<file path="src/rtl/pulse_det_pkg.sv">
// Shared types and helpers for the multi-channel pulse-width detector.
package pulse_det_pkg;

  // Per-channel detector state.
  typedef enum logic [1:0] {
    UNARMED = 2'd0,
    ARMED   = 2'd1,
    ACTIVE  = 2'd2
  } pd_state_t;

  // Clamp a window bound into [floor_v, ceil_v]. Used for both ends of the
  // effective window: lo = clamp(min_w, 1, inf), hi = clamp(max_w, 0, MAX_W).
  function automatic logic [31:0] pd_clamp(input logic [31:0] v,
                                           input logic [31:0] floor_v,
                                           input logic [31:0] ceil_v);
    logic [31:0] r;
    r = v;
    if (r < floor_v) r = floor_v;
    if (r > ceil_v)  r = ceil_v;
    return r;
  endfunction

endpackage

</file>
<file path="src/rtl/pulse_width_channel.sv">
// One channel of the pulse-width detector: arming FSM, saturating width
// counter, edge strobes and the captured width of the last accepted pulse.
//
//   state   | meaning
//   --------+---------------------------------------------------------------
//   UNARMED | after reset / polarity change; waiting for one inactive sample
//   ARMED   | inactive seen; next active sample starts a pulse
//   ACTIVE  | pulse in progress; cnt holds samples seen so far (sat MAX_W+1)
module pulse_width_channel
  import pulse_det_pkg::*;
#(
  parameter int MAX_W = 8,
  parameter int CW    = $clog2(MAX_W + 2)
) (
  input  logic          clk,
  input  logic          rst_n,
  input  logic          a,
  input  logic          polarity,
  input  logic [CW-1:0] lo,
  input  logic [CW-1:0] hi,
  output logic          rise,
  output logic          fall,
  output logic          pulse_detected,
  output logic          too_long,
  output logic [CW-1:0] pulse_width
);

  localparam logic [CW-1:0] CNT_SAT = CW'(MAX_W + 1);

  pd_state_t     state_q;
  logic [CW-1:0] cnt_q;
  logic [CW-1:0] cnt_d;
  logic          act_prev_q;
  logic          prev_valid_q;
  logic          pol_q;
  logic          tl_done_q;
  logic          rise_q;
  logic          fall_q;
  logic          det_q;
  logic          tl_q;
  logic [CW-1:0] width_q;

  logic          act;
  logic          pol_change;
  logic          in_window;

  // Active level after polarity, saturating increment and window test.
  always_comb begin
    act        = a ^ polarity;
    pol_change = (pol_q != polarity);
    cnt_d      = (cnt_q >= CNT_SAT) ? CNT_SAT : cnt_q + CW'(1);
    in_window  = (cnt_q >= lo) && (cnt_q <= hi);
  end

  // Channel FSM with registered strobes; a polarity change restarts the
  // channel and suppresses every strobe on that edge.
  always_ff @(posedge clk or negedge rst_n) begin
    if (!rst_n) begin
      state_q      <= UNARMED;
      cnt_q        <= '0;
      act_prev_q   <= 1'b0;
      prev_valid_q <= 1'b0;
      pol_q        <= 1'b0;
      tl_done_q    <= 1'b0;
      rise_q       <= 1'b0;
      fall_q       <= 1'b0;
      det_q        <= 1'b0;
      tl_q         <= 1'b0;
      width_q      <= '0;
    end else if (pol_change) begin
      state_q      <= UNARMED;
      cnt_q        <= '0;
      act_prev_q   <= 1'b0;
      prev_valid_q <= 1'b0;
      pol_q        <= polarity;
      tl_done_q    <= 1'b0;
      rise_q       <= 1'b0;
      fall_q       <= 1'b0;
      det_q        <= 1'b0;
      tl_q         <= 1'b0;
    end else begin
      act_prev_q   <= act;
      prev_valid_q <= 1'b1;
      rise_q       <= act & ~act_prev_q & prev_valid_q;
      fall_q       <= ~act & act_prev_q & prev_valid_q;
      det_q        <= 1'b0;
      tl_q         <= 1'b0;
      case (state_q)
        UNARMED: begin
          if (!act) state_q <= ARMED;
        end
        ARMED: begin
          if (act) begin
            state_q   <= ACTIVE;
            cnt_q     <= CW'(1);
            tl_done_q <= 1'b0;
          end
        end
        ACTIVE: begin
          if (act) begin
            cnt_q <= cnt_d;
            // tl_done_q guards against a second report if hi moves mid-pulse.
            if ((cnt_q == hi) && !tl_done_q) begin
              tl_q      <= 1'b1;
              tl_done_q <= 1'b1;
            end
          end else begin
            state_q <= ARMED;
            if (in_window) begin
              det_q   <= 1'b1;
              width_q <= cnt_q;
            end
          end
        end
        default: state_q <= UNARMED;
      endcase
    end
  end

  assign rise           = rise_q;
  assign fall           = fall_q;
  assign pulse_detected = det_q;
  assign too_long       = tl_q;
  assign pulse_width    = width_q;

endmodule

</file>
<file path="src/rtl/multi_pulse_width_detector.sv">
// N_CH independent glitch-filtering pulse-width detectors sharing one
// run-time acceptance window.
module multi_pulse_width_detector
  import pulse_det_pkg::*;
#(
  parameter  int N_CH  = 4,
  parameter  int MAX_W = 8,
  localparam int CW    = $clog2(MAX_W + 2)
) (
  input  logic               clk,
  input  logic               rst_n,
  input  logic [N_CH-1:0]    a,
  input  logic [N_CH-1:0]    polarity,
  input  logic [CW-1:0]      min_w,
  input  logic [CW-1:0]      max_w,
  output logic [N_CH-1:0]    rise,
  output logic [N_CH-1:0]    fall,
  output logic [N_CH-1:0]    pulse_detected,
  output logic [N_CH-1:0]    too_long,
  output logic [N_CH*CW-1:0] pulse_width
);

  logic [CW-1:0] lo;
  logic [CW-1:0] hi;

  // Effective window computed once: a zero minimum still needs one sample,
  // and nothing beyond MAX_W can be resolved by the counter.
  always_comb begin
    lo = CW'(pd_clamp(32'(min_w), 32'd1, 32'hFFFF_FFFF));
    hi = CW'(pd_clamp(32'(max_w), 32'd0, 32'(MAX_W)));
  end

  for (genvar gi = 0; gi < N_CH; gi++) begin : g_ch
    pulse_width_channel #(
      .MAX_W (MAX_W),
      .CW    (CW)
    ) u_ch (
      .clk            (clk),
      .rst_n          (rst_n),
      .a              (a[gi]),
      .polarity       (polarity[gi]),
      .lo             (lo),
      .hi             (hi),
      .rise           (rise[gi]),
      .fall           (fall[gi]),
      .pulse_detected (pulse_detected[gi]),
      .too_long       (too_long[gi]),
      .pulse_width    (pulse_width[gi*CW +: CW])
    );
  end

endmodule

</file>
<file path="config.mk">
export PLATFORM = sky130hd
export DESIGN_NAME = multi_pulse_width_detector
export DESIGN_NICKNAME = d
export VERILOG_FILES = /design/src/rtl/pulse_det_pkg.sv /design/src/rtl/pulse_width_channel.sv /design/src/rtl/multi_pulse_width_detector.sv
export SDC_FILE = /design/constraint.sdc
export NUM_CORES = 1
export LEC_CHECK = 0
export BUFFER_PORTS_ARGS = -buffer_cell sky130_fd_sc_hd__buf_4
export CAP_MARGIN = 20
export CORE_MARGIN = 8
export CORE_UTILIZATION = 30
export DETAILED_ROUTE_END_ITERATION = 7
export PLACE_DENSITY_LB_ADDON = 0.15
export SYNTH_ARGS = -nofsm -noshare
export SYNTH_HDL_FRONTEND = slang
export SYNTH_SLANG_ARGS = --single-unit
export TNS_END_PERCENT = 30
</file>
<file path="constraint.sdc">
create_clock -name clk -period 5 [get_ports clk]
set_clock_uncertainty 0.15 [all_clocks]
set_input_delay 1 -clock clk [delete_from_list [all_inputs] [get_ports clk]]
set_output_delay 1 -clock clk [all_outputs]
set_load 0.02 [all_outputs]
</file>
# [Word-level counts from Yosys, hierarchy flattened]
# Index checks and enable logic that the tools add are counted.
[op_classes] addsub=4 n_lt_le_gt_ge=15 n_eq_ne=32 n_mux=107 bitwise_logic=32 reduce_logical=40
[ops] operator="4-bit 2-to-1 mux" n=19
[ops] operator="1-bit 2-to-1 mux" n=64
[ops] operator="3-bit by 1-bit inequality test with 1-bit output, second input constant" n=12
[ops] operator="32-bit > comparator, second input constant" n=1
[ops] operator="4-bit one-hot mux with 2 select lines" n=4
[ops] operator="4-bit AND reduction" n=8
[ops] operator="2-bit 2-to-1 mux" n=12
[ops] operator="4-bit by 1-bit adder with 4-bit output, second input constant" n=4
[ops] operator="1-bit bitwise AND" n=16
[ops] operator="4-bit == test" n=4
[ops] operator="4-bit greater-or-equal comparator" n=4
[ops] operator="4-bit greater-or-equal comparator, second input constant" n=4
[ops] operator="4-bit <= comparator" n=4
[ops] operator="2-bit one-hot mux with 2 select lines" n=4
[ops] operator="3-bit inequality test, second input constant" n=4
[ops] operator="1-bit NOT" n=12
[ops] operator="3-bit AND reduction" n=4
[ops] operator="3-bit nonzero test" n=4
[ops] operator="2-bit by 1-bit == test with 1-bit output, second input constant" n=4
[ops] operator="2-bit == test, second input constant" n=4
[ops] operator="1-bit logical AND" n=8
[ops] operator="2-bit logical NOT" n=4
[ops] operator="1-bit one-hot mux with 2 select lines" n=4
[ops] operator="2-bit AND reduction" n=4
[ops] operator="6 further kinds" n=18
[word_totals] register_bits=72 input_bits=18 output_inout_bits=32

# [Longest topological paths before layout]
[depth] word_depth=10 ltp_mapped=8

# [Modules after synthesis]
# Synthesis repeated with hierarchy kept, for this count alone.
[unflattened] hier_cells=373 area_unflattened_um2=3938.8
[by_module_without_submodules] mod="pulse_width_channel" n_inst=4 cells_per_inst=91 area_per_inst_um2=973.4 seq_area_each_um2=450.4
[by_module_without_submodules] mod="multi_pulse_width_detector" n_inst=1 cells_per_inst=9 area_per_inst_um2=45.0 seq_area_each_um2=0.0

# [Worst setup path after synthesis]
# OpenSTA, ideal clock, no wires.
[synth_timing] path_kind="input to register" start="input port max_w[3]" end="register g_ch[1].u_ch.width_q[0]" t_arrival_ns=2.834 slack_ns=1.892 cell_stages=8 path_cell_list="inv_1 > nand2_1 > ha_1 > and3b_1 > a2111oi_0 > o221ai_1 > a21oi_2 > mux2_2"
[synth_via] elab_chain_len=5
[synth_lines] item="start: declaration" line="multi_pulse_width_detector.sv:15" text="input logic [CW-1:0] max_w,"
[synth_lines] item="4-bit > comparator" line="pulse_det_pkg.sv:19" text="if (r > ceil_v) r = ceil_v;"
[synth_lines] item="4-bit 2-to-1 mux (*)" line="pulse_det_pkg.sv:19"
[synth_lines] item="4-bit <= comparator (*)" line="pulse_width_channel.sv:52" text="in_window = (cnt_q >= lo) && (cnt_q <= hi);"
[synth_lines] item="1-bit logical AND (*)" line="pulse_width_channel.sv:52"
[synth_lines] item="4-bit AND reduction (no line) (*)"
[synth_lines] item="end signal: assignment" line="pulse_width_channel.sv:111" text="width_q <= cnt_q;"
[synth_lines] item="end: declaration" line="pulse_width_channel.sv:41" text="logic [CW-1:0] width_q;"
# Every way passes the cells marked *; elsewhere a longest branch is shown, timed or not.
# A chain may end at the register's enable or synchronous reset.

# [Worst setup path in the final report]
[layout_timing] start="input port max_w[3]" end="register g_ch[1].u_ch.width_q[2]"
# The elaborated chain is that of the path after synthesis.

==> summary.md <==
| Metric | Value |
|---|---|
| Sw power | `approximately 640 µW` |
| CP arrival | `around 3.4 ns` |
| EDFF count, synth | `0` |
| DR WL met2 | `between 4000 and 5000 µm` |
| Mapped Cells | `roughly 420` |
| Reg clk slew, reported paths | `0.06 ns` |
| Final period utilization | `between 60 and 70%` |
| Power Dens Cells | `375 nW/µm²` |
| Max H-tree Level | `3` |
| Switching share of power | `around 33%` |
| CP max FO | `6` |
| Clk sinks | `72` |
| Gates resized, CTS repair | `0` |
| GRT overflow | `0` |
| Flop pwr share | `~37%` |
| Least-Margin Pin Slew | `~0.92 ns` |
| Crit start category | `primary input` |
| Final Setup Violations | `0` |
| Design area | `5090 µm²` |
| Syn_nets | `500` |
| Max-slew headroom | `approximately 39%` |
| Initial DRC Count | `187` |
| Leakage | `between 2 and 2.5 nW` |
| First-pass GRT wire length | `~16,000 µm` |
| Post-route DRC | `0` |
| Final core utilization | `between 30% and 40%` |
| Ports | `50` |
| Power Internal | `between 1 and 1.5 mW` |
| Clock latency on the worst-skew pair | `approximately 0.34 ns` |
| Top_reg_cell synth | `dfrtp_1` |
| Post-synth ARST share | `100%` |
| Area growth from synthesis to layout | `16.9%` |
| Initial Util | `a little under a third` |
| Vias per cell | `about 4.8` |
| Yosys warns | `0` |
| Max Clock Freq | `around 300 MHz` |
| Routability Congestion | `0.782` |
| Cts hold-fix bufs | `0` |
| Critical Path RT | `between 5 and 6 ns` |
| Routed length per instance | `14.8 µm` |
| Row count | `44` |
| Max Used Layer | `met4` |
| Clk root buf | `clkbuf_16` |
| TritonCTS clock tree | `yes` |
| Synth Area per Inst | `10.3 µm²` |
| Post-CTS setup buffers | `0` |
| Layout cells sized above 1 | `around a fifth` |
| Nets@finish | `approximately 530` |
| Outcome | `complete, no violations` |
| Mapped cell area | `roughly 4400 µm²` |
| Largest net degree at the start of global routing | `73` |
| CORE AREA | `between 10,000 and 15,000 µm²` |
| Drt first pass iters | `4` |
| Hold Path Class | `flip-flop to flip-flop` |
| Clk buf depth | `2` |
| Synth cell types | `55` |
| Setup crit end kind | `flip-flop` |
| Synth Register Bits | `72` |
| Peak supply drop | `~0.17 mV` |
| RSZ-0062 raised after global routing | `false` |
| Comb power frac | `about 29%` |
| Fillcell total | `about 1.4k` |
| Placed cell area | `4780 µm²` |
| Antenna Cells | `0` |
| Die Wd | `136 µm` |
| Chip height | `around 140 µm` |
| Fin crit period | `3.29 ns` |
| Hpwl dp | `7090 µm` |
| Initial antenna violation count | `0` |
| Met3 Wirelength | `~320 µm` |
| Hold Fails Final Rpt | `0` |
| Crit path kind | `primary input to flip-flop` |
| Final Max Tran Viols | `0` |
| Total wire length | `between 9000 and 10,000 µm` |
| Port bufs | `roughly 50` |
| Clock Power Share | `roughly a third` |
| Die area | `between 15,000 and 20,000 µm²` |
| Vias in the first global route | `~3.2k` |
| CTS Buf Count | `9` |
| Met1 Wirelength | `roughly 4400 µm` |
| Max-Cap Viols | `0` |
| Register area share after synthesis | `41.4%` |
| Post-Route Setup TNS | `0 ns` |
| GRT Overall Usage | `10.9%` |
| Via count | `around 3.1k` |
| ANT nets after route | `0` |
[final cells by class]
class	instances	area, µm²	area share [%]
clock buffer	11	253	4.97
clock inverter	5	55.1	1.08
inverter	32	120	2.36
multi-input combinational	291	2260	44.4
sequential	72	1800	35.4
tap	184	230	4.53
timing repair buffer	49	368	7.23
[power groups by stage]
stage	combinational [mW]	sequential, mW	clock (mW)
finish	0.547	0.705	0.657
detailed placement	0.550	0.717	0
floorplan	0.410	0.703	0
global placement	0.531	0.715	0
global route	0.637	0.717	0.702
CTS	0.553	0.707	0.678
[layout by cell type, fill, tap and decap left out, types with 6 or more instances in the layout]
cell	count
a21oi_1	20
buf_4	49
mux2_2	17
clkbuf_16	9
dfrtp_1	72
and3b_1	6
nand3_1	11
inv_1	32
ha_1	60
nor2_1	27
o21ai_0	23
nand2_1	28
[worst max-delay path, stage by stage]
cell,delay (ns)
buf_4,0.12
inv_1,0.17
nand2_1,0.18
ha_1,0.35
and3b_1,0.18
a2111oi_0,0.48
o221ai_1,0.23
a21oi_2,0.28
mux2_2,0.38
[worst paths after layout]
path,from,end,slack (ns),depth (start not counted)
max,max_w[3],g_ch[1].u_ch.pulse_width[2]$_DFFE_PN0P_,1.71,9
min,g_ch[0].u_ch.act_prev_q$_DFF_PN0_,g_ch[0].u_ch.rise$_DFF_PN0_,0.28,1
max reg2reg,g_ch[1].u_ch.cnt_q[2]$_DFFE_PN0P_,g_ch[1].u_ch.pulse_width[2]$_DFFE_PN0P_,2.38,6
min reg2reg,g_ch[0].u_ch.act_prev_q$_DFF_PN0_,g_ch[0].u_ch.rise$_DFF_PN0_,0.28,1
max in group asynchronous,rst_n,g_ch[2].u_ch.rise$_DFF_PN0_,3.46,1
min in group asynchronous,rst_n,g_ch[1].u_ch.state_q[1]$_DFFE_PN0P_,0.65,1
[stage by stage]
step	power (mW)	std cells	hold slack (ns)	worst slack, ns
2_1_floorplan	1.11	422	0.251	1.89
3_3_place_gp	1.25	628	0.257	1.51
3_5_place_dp	1.27	628	0.274	1.40
4_1_cts	1.94	644	0.282	1.74
5_1_grt	2.06	644	0.307	1.54
6_report	1.91	644	0.280	1.71
[synth_stat cells (3+ instances only)]
master	instances	area (µm²)
xnor2_1	5	43.8
o21ai_0	23	115
a21oi_1	20	100
o31ai_1	5	37.5
a21oi_2	3	26.3
and3b_1	6	52.6
o211ai_1	3	22.5
nor2_1	27	101
and3_1	3	18.8
ha_1	60	751
a2111oi_0	3	26.3
o2111ai_1	4	35.0
xor2_1	3	26.3
inv_1	32	120
mux2i_1	5	50.1
clkbuf_1	8	30.0
nand2b_1	3	18.8
o2bb2ai_1	3	26.3
nand3_1	11	55.1
mux2_2	17	191
nand4_1	3	18.8
dfrtp_1	72	1800
or2_2	4	25.0
nand2_1	28	105
buf_4	16	120
nor2b_1	5	31.3
nor4_1	3	18.8
o21a_1	4	30.0
a22o_1	5	43.8
[per-layer routing]
metal	GRT usage [%]	vias to the layer above
li1	-	1557
met1	13.4	1456
met2	17.7	44
met3	2.44	12
met4	5.31	0
met5	0	-
[registers in the layout, summed over array words and instances (netlist names)]
name,cells
g_ch.u_ch.fall,4
g_ch.u_ch.pol_q,4
g_ch.u_ch.tl_done_q,4
g_ch.u_ch.pulse_detected,4
g_ch.u_ch.prev_valid_q,4
g_ch.u_ch.state_q,8
g_ch.u_ch.act_prev_q,4
g_ch.u_ch.too_long,4
g_ch.u_ch.cnt_q,16
g_ch.u_ch.pulse_width,16
g_ch.u_ch.rise,4
[cell families (layout without fill, tap and decap cells)]
family,Yosys count,after routing,share of synthesized area [%]
flops,72,72,41.4
mux,22,22,5.55
compound gates,95,95,15.0
fa+ha+maj,60,60,17.2
simple gates,106,106,12.5
buf+inv,59,97,6.70
xor+xnor,8,8,1.61
No activity file was read; power rests on OpenSTA's default activity.
